[src/rtl/calc_sequencer.sv]
// calc_sequencer
//   Runs one four-operation sequence against an external registered
//   calculator. It issues ops 00..11 on four consecutive cycles and tracks
//   them through a LATENCY-deep tag pipeline. Each returned result is
//   buffered by opcode and checked against a locally computed expected
//   value. The buffered results are then handed out one at a time over a
//   valid/ready port.
//
// Parameters
//   LATENCY     cycles from calc_op/calc_a/calc_b drive to valid calc_result (1..4)
// Ports
//   clk         clock, rising edge
//   rst_n       asynchronous active-low reset
//   start       one-cycle run request (honoured only in IDLE)
//   a_in, b_in  operands, sampled on an accepted start
//   calc_a/b    operands driven to the calculator
//   calc_op     opcode to calculator: 00 add, 01 sub, 10 or, 11 neq
//   calc_result registered calculator result
//   res_valid   res_op/res_data hold a buffered result
//   res_ready   consumer accepts the presented result
//   res_op      opcode of presented result
//   res_data    presented result
//   busy        high outside IDLE
//   done        one-cycle pulse after the last result is accepted
//   err         sticky result-mismatch flag for the current/last run
//
// state | meaning
// IDLE  | waiting for start
// ISSUE | driving opcodes 0..3, one per cycle
// DRAIN | waiting for the last results to come back
// OUT   | presenting buffered results 0..3 over valid/ready
module calc_sequencer #(
  parameter int LATENCY = 1
) (
  input  logic       clk,
  input  logic       rst_n,
  input  logic       start,
  input  logic [3:0] a_in,
  input  logic [3:0] b_in,
  output logic [3:0] calc_a,
  output logic [3:0] calc_b,
  output logic [1:0] calc_op,
  input  logic [3:0] calc_result,
  output logic       res_valid,
  input  logic       res_ready,
  output logic [1:0] res_op,
  output logic [3:0] res_data,
  output logic       busy,
  output logic       done,
  output logic       err
);

  typedef enum logic [1:0] {IDLE, ISSUE, DRAIN, OUT} state_t;

  state_t       state, state_nxt;
  logic [1:0]   cnt;
  logic [LATENCY-1:0] tag_v;
  logic [1:0]   tag_op [LATENCY];
  logic [3:0]   buf_data [4];
  logic [3:0]   buf_v;
  logic         cap;
  logic [1:0]   cap_op;
  logic [3:0]   cap_mask;
  logic         accept;
  logic         handshake;

  function automatic logic [3:0] exp_val(input logic [1:0] op,
                                         input logic [3:0] a,
                                         input logic [3:0] b);
    logic [3:0] r;
    case (op)
      2'd0:    r = a + b;
      2'd1:    r = a - b;
      2'd2:    r = a | b;
      default: r = {3'b000, (a != b)};
    endcase
    return r;
  endfunction

  // A tag leaving the last pipeline stage lines up with its calc_result.
  assign cap       = tag_v[LATENCY-1];
  assign cap_op    = tag_op[LATENCY-1];
  assign cap_mask  = cap ? (4'b0001 << cap_op) : 4'b0000;
  assign accept    = (state == IDLE) && start;
  assign handshake = (state == OUT) && res_ready;

  always_ff @(posedge clk or negedge rst_n) begin
    if (!rst_n) state <= IDLE;
    else        state <= state_nxt;
  end

  always_comb begin
    state_nxt = state;
    calc_op   = 2'b00;
    res_valid = 1'b0;
    res_op    = 2'b00;
    res_data  = 4'h0;
    busy      = 1'b1;
    case (state)
      IDLE: begin
        busy = 1'b0;
        if (start) state_nxt = ISSUE;
      end
      ISSUE: begin
        calc_op = cnt;
        if (cnt == 2'd3) state_nxt = DRAIN;
      end
      DRAIN: begin
        // Leave as soon as the final capture is in flight this cycle, so OUT
        // starts on the cycle after the last buffer write.
        if (&(buf_v | cap_mask)) state_nxt = OUT;
      end
      OUT: begin
        res_valid = 1'b1;
        res_op    = cnt;
        res_data  = buf_data[cnt];
        if (res_ready && cnt == 2'd3) state_nxt = IDLE;
      end
      default: state_nxt = IDLE;
    endcase
  end

  always_ff @(posedge clk or negedge rst_n) begin
    if (!rst_n) begin
      cnt    <= 2'd0;
      calc_a <= 4'h0;
      calc_b <= 4'h0;
      tag_v  <= '0;
      for (int i = 0; i < LATENCY; i++) tag_op[i] <= 2'd0;
      for (int i = 0; i < 4; i++) buf_data[i] <= 4'h0;
      buf_v  <= 4'h0;
      err    <= 1'b0;
      done   <= 1'b0;
    end else begin
      if (accept) begin
        calc_a <= a_in;
        calc_b <= b_in;
        cnt    <= 2'd0;
        err    <= 1'b0;
        buf_v  <= 4'h0;
      end else if (state == ISSUE || handshake) begin
        cnt <= cnt + 2'd1;
      end

      tag_v[0]  <= (state == ISSUE);
      tag_op[0] <= cnt;
      for (int i = 1; i < LATENCY; i++) begin
        tag_v[i]  <= tag_v[i-1];
        tag_op[i] <= tag_op[i-1];
      end

      if (cap) begin
        buf_data[cap_op] <= calc_result;
        buf_v[cap_op]    <= 1'b1;
        if (calc_result != exp_val(cap_op, calc_a, calc_b)) err <= 1'b1;
      end

      done <= handshake && (cnt == 2'd3);
    end
  end

endmodule

[config.mk]
export PLATFORM = sky130hd
export DESIGN_NAME = calc_sequencer
export DESIGN_NICKNAME = d
export VERILOG_FILES = /design/src/rtl/calc_sequencer.sv
export SDC_FILE = /design/constraint.sdc
export NUM_CORES = 1
export LEC_CHECK = 0
export ABC_AREA = 0
export BUFFER_PORTS_ARGS = -buffer_cell sky130_fd_sc_hd__buf_2
export CAP_MARGIN = 25
export CORE_MARGIN = 2
export CORE_UTILIZATION = 40
export DETAILED_ROUTE_END_ITERATION = 8
export GPL_ROUTABILITY_DRIVEN = 0
export PLACE_DENSITY = 0.69
export RECOVER_POWER = 25
export SKIP_CTS_REPAIR_TIMING = 1
export SYNTH_ARGS = -nofsm -noshare
export SYNTH_HDL_FRONTEND = slang
export SYNTH_SLANG_ARGS = --single-unit
[constraint.sdc]
create_clock -name clk -period 2.5 [get_ports clk]
set_input_delay 0.5 -clock clk [delete_from_list [all_inputs] [get_ports clk]]
set_output_delay 0.5 -clock clk [all_outputs]
set_load 0.05 [all_outputs]
==> reports/qor.csv <==
metric;value;unit
Chip Width;78.2;um
Max Freq;424;MHz
DP HPWL;3.04;mm
Synth Instances;189;
Worst slew margin;-0.334;
critical path type;flop to output port;
RR Startpoint;calc_b[0];
vias;1498;
RSZ-0062 raised after global routing;no;
drt wl/cell;14.6;um
Final Hold Vio Count;0;
Final #Nets;257;
Unique masters post-synth;40;
Syn Area/Cell;11.7;um^2
Hold Crit Depth;2;
crit path capture type;output port;
port bufs;35;
layout cells sized above 1;0.345;
DRC;0;
Final ANT Viol Nets;0;
reg2reg end;err;
first-pass GRT wire length;7.09;mm
CP startpoint;cnt[0];
Layout Skew;8.85;ps
status;complete, but fails checks;
Area after DPL;2410;um^2
hold crit path type;input pin to flop;
Longest Clk Path Bufs;2;
clock latency on the worst-skew pair;290;ps
startpoint types;flop;
mean number of vias per cell;5.08;
routed wire length;4.31;mm
gr ovfl total;0;
top fanout value on the critical path;9;
crit share post-route;0.944;
Initial DRC Count;66;
clk root buf;clkbuf_8;
first drt pass iteration count;4;
CP Capture Point;res_data[2];
Total GRT Usage;0.154;
sequential fraction of the synthesis area;0.420;
setup violators final;0;
Worst Path Required;2000;ps
vias in the first global route;1505;
Initial Util;0.408;
cts bufs inserted;5;
TritonCTS clock tree;yes;
Setup TNS Final;0;ps
CP arrival;1860;ps
mapped cell area;2200;um^2
failing checks;max-capacitance violations, max-slew violations;
Top-Level Pins;36;
Slew @ Worst Pin;2000;ps
initial antenna violation count;0;
die area;6120;um^2
flops & latches, synth;37;
clock sinks;37;
Reg2Reg Setup Slack;250;ps
Synth Warn #;0;
Synthesized Nets;223;
H-tree levels;2;
max-cap check violation count;1;
Die H;78.2;um
largest net degree at the start of global routing;38;
Diodes inserted;0;
reg2reg path depth;9;
post-layout instance area;2520;um^2
number of core rows;27;
Layout area overhead;14.3;%
Final Slew Violations;38;
core area;5410;um^2
Worst-path clk slew;80;ps
post-layout min period;2360;ps
==> layer usage <==
| metal | vias up | routed length, um | global-route usage |
|---|---|---|---|
| met5 | - | 0 | 0 |
| met4 | 0 | 82 | 0.0719 |
| met3 | 6 | 191 | 0.0506 |
| met2 | 32 | 2130 | 0.241 |
| met1 | 742 | 1910 | 0.193 |
| li1 | 718 | - | - |
==> metrics by stage <==
step | hold slack [ps] | std cells | worst slack [ps] | utilization
floorplan | 204 | 189 | 112 | -
global route | 421 | 295 | 44.1 | 0.466
finish | 419 | 295 | 139 | 0.466
global placement | 485 | 288 | 374 | 0.447
detailed placement | 494 | 288 | 267 | 0.447
CTS | 332 | 295 | 104 | 0.466
==> synthesized netlist by cell type, drive strengths merged <==
| cell type | instances | area share |
|---|---|---|
| a2111oi | 2 | 0.017 |
| a211oi | 1 | 0.0034 |
| a21o | 2 | 0.0068 |
| a21oi | 10 | 0.030 |
| a31oi | 3 | 0.0085 |
| a41oi | 1 | 0.0074 |
| and2 | 8 | 0.023 |
| and3 | 1 | 0.0028 |
| and4 | 1 | 0.0040 |
| buf | 7 | 0.023 |
| clkbuf | 1 | 0.0017 |
| dfrtp | 37 | 0.42 |
| fa | 2 | 0.018 |
| ha | 16 | 0.091 |
| inv | 16 | 0.027 |
| mux2 | 25 | 0.13 |
| mux2i | 5 | 0.023 |
| mux4 | 4 | 0.041 |
| nand2 | 8 | 0.014 |
| nand2b | 2 | 0.0057 |
| nand3 | 4 | 0.011 |
| nand3b | 1 | 0.0034 |
| nor2 | 11 | 0.019 |
| nor3 | 4 | 0.011 |
| nor3b | 2 | 0.0068 |
| o211ai | 2 | 0.0068 |
| o21ai | 4 | 0.0091 |
| o21bai | 1 | 0.0034 |
| o31a | 1 | 0.0040 |
| xnor2 | 4 | 0.019 |
| xor2 | 3 | 0.012 |
==> worst min path at each step <==
| stage | slack [ps] | end | startpoint |
|---|---|---|---|
| after floorplan | 200 | buf_data[0] | rst_n |
| after global placement | 490 | buf_data[0] | buf_data[0] |
| after detailed placement | 490 | buf_data[4] | buf_data[4] |
| after CTS | 330 | cap_op[1] | rst_n |
| after global routing | 420 | cnt[0] | start |
| final | 420 | cnt[1] | start |
==> final cells by class <==
class	count	area (um^2)
clock buffers	5	68.8
clock inverters	2	35.0
fillers	528	2890
inverters	16	60.1
multi-input cells	128	1160
flip-flops and latches	37	926
well taps	72	90.1
repair buffers	35	174
==> flip-flops by register name (all words and copies together), names as in the netlist <==
register  count
buf_data     16
buf_v         4
calc_a        4
calc_b        4
cap           1
cap_op        2
cnt           2
done          1
err           1
state         2
==> cells in the final DEF (no fill, tap or decap), types with 2 or more instances in the layout <==
| master | n |
|---|---|
| mux2_2 | 25 |
| a21o_1 | 2 |
| mux2i_1 | 5 |
| fa_1 | 2 |
| xor2_1 | 3 |
| nor3b_1 | 2 |
| nand2b_1 | 2 |
| o211ai_1 | 2 |
| inv_1 | 16 |
| clkbuf_8 | 5 |
| o21ai_0 | 3 |
| a21oi_1 | 8 |
| dfrtp_1 | 37 |
| ha_1 | 16 |
| nor2_1 | 11 |
| nor3_1 | 3 |
| and2_1 | 8 |
| buf_2 | 34 |
| a31oi_1 | 3 |
| nand2_1 | 8 |
| xnor2_1 | 3 |
| mux4_2 | 4 |
| nand3_1 | 3 |
==> worst max-delay path, stage by stage, from the launching register on <==
cell and delay [ps]:
dfrtp_1 630, mux4_2 550, and2_1 180, buf_2 210
==> kinds of logic after synthesis <==
kind of cell               share of synthesized area
adders and majority gates                      0.109
and+or+nand+nor                                0.101
buffers and inverters                         0.0517
xor gates and xnor gates                      0.0312
AOI/OAI and AO/OA                             0.0960
DFF                                            0.420
muxes                                          0.191
Power is left out: the tool's default activity adds up to more than one toggle a clock period on the data nets, which glitch-free logic cannot reach.
